<file path="src/rtl/mc_cmd_arb_mux_pkg.sv">
// rtl/mc_cmd_arb_mux_pkg.sv - shared constants and arbitration helpers
// Purpose : priority-mode constants, pointer-width helper and the rotating
//           one-hot picker used by the command arbiter.
// Ports   : none (package).
package mc_cmd_arb_pkg;

  localparam int PRI_FIXED = 0;
  localparam int PRI_RR    = 1;
  localparam int MAX_SLOTS = 16;

  function automatic int clog2_min1(input int n);
    return (n <= 1) ? 1 : $clog2(n);
  endfunction

  // Scans upward from ptr with wrap at MAX_SLOTS. Request bits at or above
  // the real slot count are always zero and ptr stays below that count, so
  // wrapping at 16 lands on the same winner as wrapping at NUM_SLOTS.
  function automatic logic [MAX_SLOTS-1:0] rr_pick(input logic [MAX_SLOTS-1:0] req,
                                                   input logic [3:0]           ptr);
    logic [MAX_SLOTS-1:0] gnt;
    logic [3:0]           idx;
    logic                 found;
    gnt   = '0;
    found = 1'b0;
    for (int k = 0; k < MAX_SLOTS; k++) begin
      idx = ptr + 4'(k);
      if (!found && req[idx]) begin
        gnt[idx] = 1'b1;
        found    = 1'b1;
      end
    end
    return gnt;
  endfunction

endpackage

</file>
<file path="src/rtl/mc_cmd_arb_mux_if.sv">
// rtl/mc_cmd_arb_mux_if.sv - request/winner bundle for the command arbiter-mux
// Purpose : groups per-slot requests, packed per-slot fields and the winner
//           output stage handshake.
// Ports   : slave  - arbiter view (requests in, grant/winner out)
//           master - requester/consumer view (mirror of slave)
interface mc_cmd_arb_mux_if #(
  parameter int NUM_SLOTS = 4,
  parameter int ABITS     = 18,
  parameter int RKBITS    = 2,
  parameter int LR_WIDTH  = 1,
  parameter int BABITS    = 2,
  parameter int BGBITS    = 2
);

  logic [NUM_SLOTS-1:0]          cmdReq;
  logic [NUM_SLOTS-1:0]          cmdUrgent;
  logic [NUM_SLOTS*BABITS-1:0]   cmdBank;
  logic [NUM_SLOTS*BGBITS-1:0]   cmdGroup;
  logic [NUM_SLOTS*LR_WIDTH-1:0] cmdLRank;
  logic [NUM_SLOTS*RKBITS-1:0]   cmdRank;
  logic [NUM_SLOTS*ABITS-1:0]    cmdRow;
  logic [NUM_SLOTS-1:0]          cmdGnt;
  logic                          winValid;
  logic                          winReady;
  logic [NUM_SLOTS-1:0]          winSel;
  logic [BABITS-1:0]             winBank;
  logic [BGBITS-1:0]             winGroup;
  logic [LR_WIDTH-1:0]           winLRank;
  logic [RKBITS-1:0]             winRank;
  logic [ABITS-1:0]              winRow;

  modport slave (
    input  cmdReq, cmdUrgent, cmdBank, cmdGroup, cmdLRank, cmdRank, cmdRow, winReady,
    output cmdGnt, winValid, winSel, winBank, winGroup, winLRank, winRank, winRow
  );

  modport master (
    output cmdReq, cmdUrgent, cmdBank, cmdGroup, cmdLRank, cmdRank, cmdRow, winReady,
    input  cmdGnt, winValid, winSel, winBank, winGroup, winLRank, winRank, winRow
  );

endinterface

</file>
<file path="src/rtl/mc_cmd_arb_mux_rr_arb.sv">
// rtl/mc_cmd_arb_mux_rr_arb.sv - one-hot fixed/round-robin picker
// Purpose : picks one requesting slot, lowest index in fixed mode or first
//           at/after ptr in round-robin mode.
// Ports   : req (in) request vector, ptr (in) search start, rr_mode (in)
//           1 = round-robin, gnt (out) one-hot winner, zero if no request.
module mc_rr_arb
  import mc_cmd_arb_pkg::*;
#(
  parameter int NUM_SLOTS = 4,
  parameter int PTR_W     = clog2_min1(NUM_SLOTS)
) (
  input  logic [NUM_SLOTS-1:0] req,
  input  logic [PTR_W-1:0]     ptr,
  input  logic                 rr_mode,
  output logic [NUM_SLOTS-1:0] gnt
);

  logic [MAX_SLOTS-1:0] req_ext;
  logic [MAX_SLOTS-1:0] gnt_ext;
  logic [3:0]           start;

  always_comb begin
    req_ext = MAX_SLOTS'(req);
    // Fixed priority is round-robin frozen at slot 0.
    start   = rr_mode ? 4'(ptr) : 4'd0;
    gnt_ext = rr_pick(req_ext, start);
    gnt     = NUM_SLOTS'(gnt_ext);
  end

endmodule

</file>
<file path="src/rtl/mc_cmd_arb_mux.sv">
// rtl/mc_cmd_arb_mux.sv - command arbiter with registered winner stage
// Purpose : picks one slot per cycle (urgent class first), captures its
//           bank/group/lrank/rank/row into a valid/ready output register.
// Ports   : clk, rst_n (async active-low), bus (slave modport): per-slot
//           requests and fields in, cmdGnt pulse and winner stage out.
module mc_cmd_arb_mux
  import mc_cmd_arb_pkg::*;
#(
  parameter int NUM_SLOTS = 4,
  parameter int ABITS     = 18,
  parameter int RKBITS    = 2,
  parameter int LR_WIDTH  = 1,
  parameter int BABITS    = 2,
  parameter int BGBITS    = 2,
  parameter int PRI_MODE  = PRI_RR
) (
  input  logic            clk,
  input  logic            rst_n,
  mc_cmd_arb_mux_if.slave bus
);

  localparam int PTR_W = clog2_min1(NUM_SLOTS);

  logic [NUM_SLOTS-1:0] urg_req;
  logic [NUM_SLOTS-1:0] act_req;
  logic [NUM_SLOTS-1:0] gnt;
  logic [PTR_W-1:0]     ptr;
  logic [PTR_W-1:0]     ptr_nxt;
  logic [PTR_W-1:0]     win_idx;
  logic                 load;

  logic [BABITS-1:0]    bank_mux;
  logic [BGBITS-1:0]    group_mux;
  logic [LR_WIDTH-1:0]  lrank_mux;
  logic [RKBITS-1:0]    rank_mux;
  logic [ABITS-1:0]     row_mux;

  logic                 win_valid;
  logic [NUM_SLOTS-1:0] win_sel;
  logic [BABITS-1:0]    win_bank;
  logic [BGBITS-1:0]    win_group;
  logic [LR_WIDTH-1:0]  win_lrank;
  logic [RKBITS-1:0]    win_rank;
  logic [ABITS-1:0]     win_row;

  // Urgent requests, when present, shut out every normal request.
  always_comb begin
    urg_req = bus.cmdReq & bus.cmdUrgent;
    act_req = (|urg_req) ? urg_req : bus.cmdReq;
  end

  mc_rr_arb #(
    .NUM_SLOTS (NUM_SLOTS),
    .PTR_W     (PTR_W)
  ) u_arb (
    .req     (act_req),
    .ptr     (ptr),
    .rr_mode (PRI_MODE == PRI_RR),
    .gnt     (gnt)
  );

  assign load = !win_valid || bus.winReady;

  // AND-OR select over the one-hot grant; also recovers the winner index.
  always_comb begin
    bank_mux  = '0;
    group_mux = '0;
    lrank_mux = '0;
    rank_mux  = '0;
    row_mux   = '0;
    win_idx   = '0;
    for (int i = 0; i < NUM_SLOTS; i++) begin
      bank_mux  |= bus.cmdBank [i*BABITS   +: BABITS]   & {BABITS{gnt[i]}};
      group_mux |= bus.cmdGroup[i*BGBITS   +: BGBITS]   & {BGBITS{gnt[i]}};
      lrank_mux |= bus.cmdLRank[i*LR_WIDTH +: LR_WIDTH] & {LR_WIDTH{gnt[i]}};
      rank_mux  |= bus.cmdRank [i*RKBITS   +: RKBITS]   & {RKBITS{gnt[i]}};
      row_mux   |= bus.cmdRow  [i*ABITS    +: ABITS]    & {ABITS{gnt[i]}};
      win_idx   |= gnt[i] ? PTR_W'(i) : '0;
    end
    ptr_nxt = (win_idx == PTR_W'(NUM_SLOTS - 1)) ? '0 : win_idx + PTR_W'(1);
  end

  always_ff @(posedge clk or negedge rst_n) begin
    if (!rst_n) begin
      win_valid <= 1'b0;
      win_sel   <= '0;
      win_bank  <= '0;
      win_group <= '0;
      win_lrank <= '0;
      win_rank  <= '0;
      win_row   <= '0;
      ptr       <= '0;
    end else if (load) begin
      win_valid <= |gnt;
      if (|gnt) begin
        win_sel   <= gnt;
        win_bank  <= bank_mux;
        win_group <= group_mux;
        win_lrank <= lrank_mux;
        win_rank  <= rank_mux;
        win_row   <= row_mux;
        ptr       <= ptr_nxt;
      end
    end
  end

  // Gated by rst_n so no grant leaks out while the stage is held in reset.
  assign bus.cmdGnt   = (rst_n && load) ? gnt : '0;
  assign bus.winValid = win_valid;
  assign bus.winSel   = win_sel;
  assign bus.winBank  = win_bank;
  assign bus.winGroup = win_group;
  assign bus.winLRank = win_lrank;
  assign bus.winRank  = win_rank;
  assign bus.winRow   = win_row;

endmodule

</file>
<file path="src/flat_wrapper.sv">
// flat-port wrapper written by rule: the top's interface ports become plain ports
module mc_cmd_arb_mux_flat import mc_cmd_arb_pkg::*;
#(
  parameter int NUM_SLOTS = 4,
  parameter int ABITS     = 18,
  parameter int RKBITS    = 2,
  parameter int LR_WIDTH  = 1,
  parameter int BABITS    = 2,
  parameter int BGBITS    = 2,
  parameter int PRI_MODE  = PRI_RR
)
  (clk, rst_n, bus_cmdReq, bus_cmdUrgent, bus_cmdBank, bus_cmdGroup, bus_cmdLRank, bus_cmdRank, bus_cmdRow, bus_winReady, bus_cmdGnt, bus_winValid, bus_winSel, bus_winBank, bus_winGroup, bus_winLRank, bus_winRank, bus_winRow);
  mc_cmd_arb_mux_if #(.NUM_SLOTS(NUM_SLOTS), .ABITS(ABITS), .RKBITS(RKBITS), .LR_WIDTH(LR_WIDTH), .BABITS(BABITS), .BGBITS(BGBITS)) bus_i ();
  input  logic clk;
  input  logic rst_n;
  input wire logic [$bits(bus_i.cmdReq)-1:0] bus_cmdReq;
  input wire logic [$bits(bus_i.cmdUrgent)-1:0] bus_cmdUrgent;
  input wire logic [$bits(bus_i.cmdBank)-1:0] bus_cmdBank;
  input wire logic [$bits(bus_i.cmdGroup)-1:0] bus_cmdGroup;
  input wire logic [$bits(bus_i.cmdLRank)-1:0] bus_cmdLRank;
  input wire logic [$bits(bus_i.cmdRank)-1:0] bus_cmdRank;
  input wire logic [$bits(bus_i.cmdRow)-1:0] bus_cmdRow;
  input wire logic [$bits(bus_i.winReady)-1:0] bus_winReady;
  output wire logic [$bits(bus_i.cmdGnt)-1:0] bus_cmdGnt;
  output wire logic [$bits(bus_i.winValid)-1:0] bus_winValid;
  output wire logic [$bits(bus_i.winSel)-1:0] bus_winSel;
  output wire logic [$bits(bus_i.winBank)-1:0] bus_winBank;
  output wire logic [$bits(bus_i.winGroup)-1:0] bus_winGroup;
  output wire logic [$bits(bus_i.winLRank)-1:0] bus_winLRank;
  output wire logic [$bits(bus_i.winRank)-1:0] bus_winRank;
  output wire logic [$bits(bus_i.winRow)-1:0] bus_winRow;
  assign bus_i.cmdReq = bus_cmdReq;
  assign bus_i.cmdUrgent = bus_cmdUrgent;
  assign bus_i.cmdBank = bus_cmdBank;
  assign bus_i.cmdGroup = bus_cmdGroup;
  assign bus_i.cmdLRank = bus_cmdLRank;
  assign bus_i.cmdRank = bus_cmdRank;
  assign bus_i.cmdRow = bus_cmdRow;
  assign bus_i.winReady = bus_winReady;
  assign bus_cmdGnt = bus_i.cmdGnt;
  assign bus_winValid = bus_i.winValid;
  assign bus_winSel = bus_i.winSel;
  assign bus_winBank = bus_i.winBank;
  assign bus_winGroup = bus_i.winGroup;
  assign bus_winLRank = bus_i.winLRank;
  assign bus_winRank = bus_i.winRank;
  assign bus_winRow = bus_i.winRow;
  mc_cmd_arb_mux #(.NUM_SLOTS(NUM_SLOTS), .ABITS(ABITS), .RKBITS(RKBITS), .LR_WIDTH(LR_WIDTH), .BABITS(BABITS), .BGBITS(BGBITS), .PRI_MODE(PRI_MODE)) u_core (.clk(clk), .rst_n(rst_n), .bus(bus_i));
endmodule
</file>
<file path="config.mk">
export PLATFORM = sky130hd
export DESIGN_NAME = mc_cmd_arb_mux_flat
export DESIGN_NICKNAME = d
export VERILOG_FILES = /design/src/rtl/mc_cmd_arb_mux_pkg.sv /design/src/rtl/mc_cmd_arb_mux_if.sv /design/src/rtl/mc_cmd_arb_mux_rr_arb.sv /design/src/rtl/mc_cmd_arb_mux.sv /design/src/flat_wrapper.sv
export SDC_FILE = /design/constraint.sdc
export NUM_CORES = 1
export LEC_CHECK = 0
export ABC_CLOCK_PERIOD_IN_PS = 10700
export BUFFER_PORTS_ARGS = -buffer_cell sky130_fd_sc_hd__buf_2
export CAP_MARGIN = 10
export CORE_ASPECT_RATIO = 1.2
export CORE_MARGIN = 8
export CORE_UTILIZATION = 28
export DETAILED_ROUTE_END_ITERATION = 12
export SYNTH_ARGS = -nofsm -noshare
export SYNTH_HDL_FRONTEND = slang
export SYNTH_HIERARCHICAL = 1
export SYNTH_SLANG_ARGS = --single-unit
</file>
<file path="constraint.sdc">
create_clock -name clk -period 10.7 [get_ports clk]
set_input_delay 2.14 -clock clk [delete_from_list [all_inputs] [get_ports clk]]
set_output_delay 2.14 -clock clk [all_outputs]
set_load 0.02 [all_outputs]
</file>
==> results by group <==
Outcome
  – Status: complete, no violations

Clock network
  – CTS Sinks: 32
  – Htree depth: 2
  – TritonCTS clock tree: built
  – Clock buffer depth: 2
  – Worst-Skew Late Latency: 0.28 ns
  – TritonCTS Buffers: 5
  – Gates resized, CTS repair: 0
  – CTS clk-pin slew, worst paths: 0.07 ns
  – Root buffer cell: clkbuf_8
  – Post-CTS setup buffer count: 0
  – Hold buffers post-CTS: 0

STA
  – Hold Slack: 0.504 ns
  – Count of pins over their slew limit: 0
  – Hold Fails Final Rpt: 0
  – Highest clock rate: 139 MHz
  – Setup TNS: 0 ns
  – RSZ-0062 raised after global routing: no
  – Actual slew at the worst max-slew pin: 1.15 ns
  – Setup Viol. Count Final: 0
  – Min cycle time layout: 7.21 ns
  – Clk_skew: 0.00621 ns
  – Max transition margin: 0.231
  – Tcrit/Tclk final: 0.674

Synthesis
  – Share of the synthesized area in the top cell type: 0.305
  – Post-synth cell types: 51
  – Avg Cell Area, Syn: 9.79 um^2
  – Synth Instances: 268
  – Largest area contributor in the netlist: dfrtp_1
  – Seq/Total Area, Yosys: 0.305
  – Yosys warnings: 6
  – Mapped Area: approximately 0.0026 mm^2
  – Synth Register Bits: 32
  – Largest cells by area after synthesis: dfrtp_1 31%, a22oi_1 15%, mux2_4 11%, nand2_1 4.9%, mux2_2 3.9%

Global routing
  – Total GRT Usage: 0.136
  – First-pass GRT wire length: 14.4 mm
  – Vias in the first global route: 2742
  – Largest net degree at the start of global routing: 37
  – Total gr overflow: 0
  – Antenna violations before repair: 0

Layout
  – # fillers: about 930
  – Final nets: 522
  – Antenna Cells: 0
  – Non-Filler Instances: 524
  – Design Area, Final: 0.00350 mm^2
  – Area growth syn-to-layout: 33.3%
  – Layout cells sized above 1: 0.480
  – Commonest non-fill, non-tap cell in the layout: buf_2
  – Most frequent cells in the layout: 144 x buf_2, 52 x a22oi_1, 34 x nand2_1

Placement
  – Placed cells: 516
  – Number of port buffers: around 140
  – DP Area: 0.00339 mm^2
  – Final GP Congestion: 0.834
  – Hpwl dp: 7.08 mm

Pwr
  – Worst IR Drop VDD: around 0.000067 V
  – Final Power: 1.03 mW
  – Leakage: 1.80 nW
  – Cell Pwr Density: 293 mW/mm^2

Worst setup path
  – Top cell family by delay on the critical path: compound AO/OA/AOI/OAI gates
  – RR Startpoint: u_core/ptr[0]
  – Worst R2R Path Depth: 11
  – R2R setup slack: 6.03 ns
  – Crit-path max cell delay: roughly 0.4 ns
  – Critical path buffer and inverter count: 3
  – Critical path arrival: about 5 ns
  – Slowest-stage cell, CP: mux2_2
  – Critical path class: input pin to output pin
  – CP required: roughly 8.6 ns
  – Critical Path Fanout Max: 30
  – Crit. End Element: output pin
  – Critical Path Start Type: input pin
  – Crit-path cells: buf_2 -> a22o_1 -> a221oi_1 -> o21a_1 -> mux2i_1 -> mux2_2 -> nor4b_2 -> a22oi_1 -> o211ai_1 -> buf_4 -> and3_1 -> buf_2
  – R2r endpoint: u_core/bus.winLRank
  – Most frequent CP cell: buf_2

Route
  – Overall routed net length: 9.10 mm
  – Drt pass-1 iters: 5
  – Routed vias: 2664
  – Routed WL per cell: 17.4 um
  – Via density: just over 5
  – ANT nets after route: 0
  – Drt first-iter violations: 154
  – DRC: 0

Die
  – Num ports: 145
  – Chip height: 122 um
  – Die W: 104 um
  – Die Area: 0.0127 mm^2
  – Core area: 0.00908 mm^2
  – FP Rows: 38
  – Starting Density: 0.289

Min path
  – Hold Crit Depth: 1
  – WHS Endpoint: u_core/bus.winRank[0]
  – Hold wc startpoint: u_core/bus.winRank[0]
  – Min-delay worst type: register to register

Flow run
  – Max Cap Viol: 0
==> cell families (layout without fill, tap and decap cells) <==
| group | Yosys count | after routing | share of synthesized area |
|---|---|---|---|
| compound gates | 91 | 91 | 0.265 |
| xor+xnor | 1 | 1 | 0.00334 |
| fa+ha+maj | 8 | 8 | 0.0382 |
| buf+inv | 30 | 163 | 0.0653 |
| flops | 32 | 32 | 0.305 |
| mux | 35 | 35 | 0.181 |
| other cells | 1 | 4 | 0.00143 |
| simple gates | 70 | 70 | 0.141 |
==> through the flow <==
step,worst slack (ns),utilization
after CTS,3.50,0.385
after detailed placement,3.51,0.373
after global placement,3.61,0.373
after floorplan,3.81,-
after global routing,3.26,0.385
final,3.49,0.385
==> registers in the layout, indices dropped and copies added, names as in the netlist <==
register,count
u_core/ptr,2
u_core/bus.winRow,18
u_core/bus.winLRank,1
u_core/bus.winBank,2
u_core/bus.winGroup,2
u_core/bus.winRank,2
u_core/bus.winSel,4
u_core/bus.winValid,1
==> power by group <==
group          internal, mW  switching (mW)  total (mW)
clock network        0.0690          0.0427       0.112
registers             0.182          0.0403       0.222
logic                 0.318           0.374       0.692
==> cells in the mapped netlist (all sizes together) <==
cell     count
a211oi       2
a21bo        1
a21o         1
a21oi       10
a221o        1
a221oi       3
a22o         5
a22oi       52
a31oi        1
and2b        1
and3         6
and4bb       1
buf         17
clkbuf       6
conb         1
dfrtp       32
ha           8
inv          7
mux2        29
mux2i        5
mux4         1
nand2       35
nand2b       1
nand3        7
nand3b       1
nand4        1
nand4b       1
nor2         8
nor2b        1
nor3         2
nor4         3
nor4b        2
o2111a       1
o2111ai      1
o211ai       2
o21a         4
o21ai        3
o22ai        2
o311ai       1
o31ai        1
xnor2        1
==> worst max path at each step <==
stage	to	start	cells after the start
3_3_place_gp	bus_cmdGnt[2]	bus_cmdReq[0]	12
2_1_floorplan	bus_cmdGnt[3]	bus_cmdReq[0]	13
4_1_cts	bus_cmdGnt[2]	bus_cmdReq[0]	12
6_report	bus_cmdGnt[3]	bus_cmdReq[0]	12
5_1_grt	bus_cmdGnt[2]	bus_cmdReq[0]	12
3_5_place_dp	bus_cmdGnt[2]	bus_cmdReq[0]	12
==> worst register-to-register path, stage by stage, from the launching register on <==
cell and delay [ns]:
dfrtp_1 0.64, nand2_4 0.20, ha_1 0.53, mux2i_1 0.40, mux2_2 0.38, nor4b_2 0.36, a22oi_1 0.16, o211ai_1 0.11
buf_4 0.35, nor4_4 0.11, a21oi_4 0.87, mux2_2 0.44
==> layer usage <==
| metal | routed length (um) | track usage | up-vias |
|---|---|---|---|
| met5 | 0 | 0 | - |
| met4 | 176 | 0.0571 | 0 |
| met3 | 602 | 0.0280 | 11 |
| met2 | 4380 | 0.233 | 131 |
| met1 | 3950 | 0.163 | 1231 |
| li1 | - | - | 1291 |
==> layout make-up <==
type | count | area, um^2 | area share
well taps | 120 | 150 | 0.0429
flip-flops and latches | 32 | 801 | 0.229
clock buffers | 6 | 72.6 | 0.0207
clock inverters | 2 | 35.0 | 0.0100
inverters | 7 | 26.3 | 0.00751
repair buffers | 148 | 751 | 0.215
multi-input cells | 209 | 1660 | 0.475
Power figures use the tool's default switching activity.
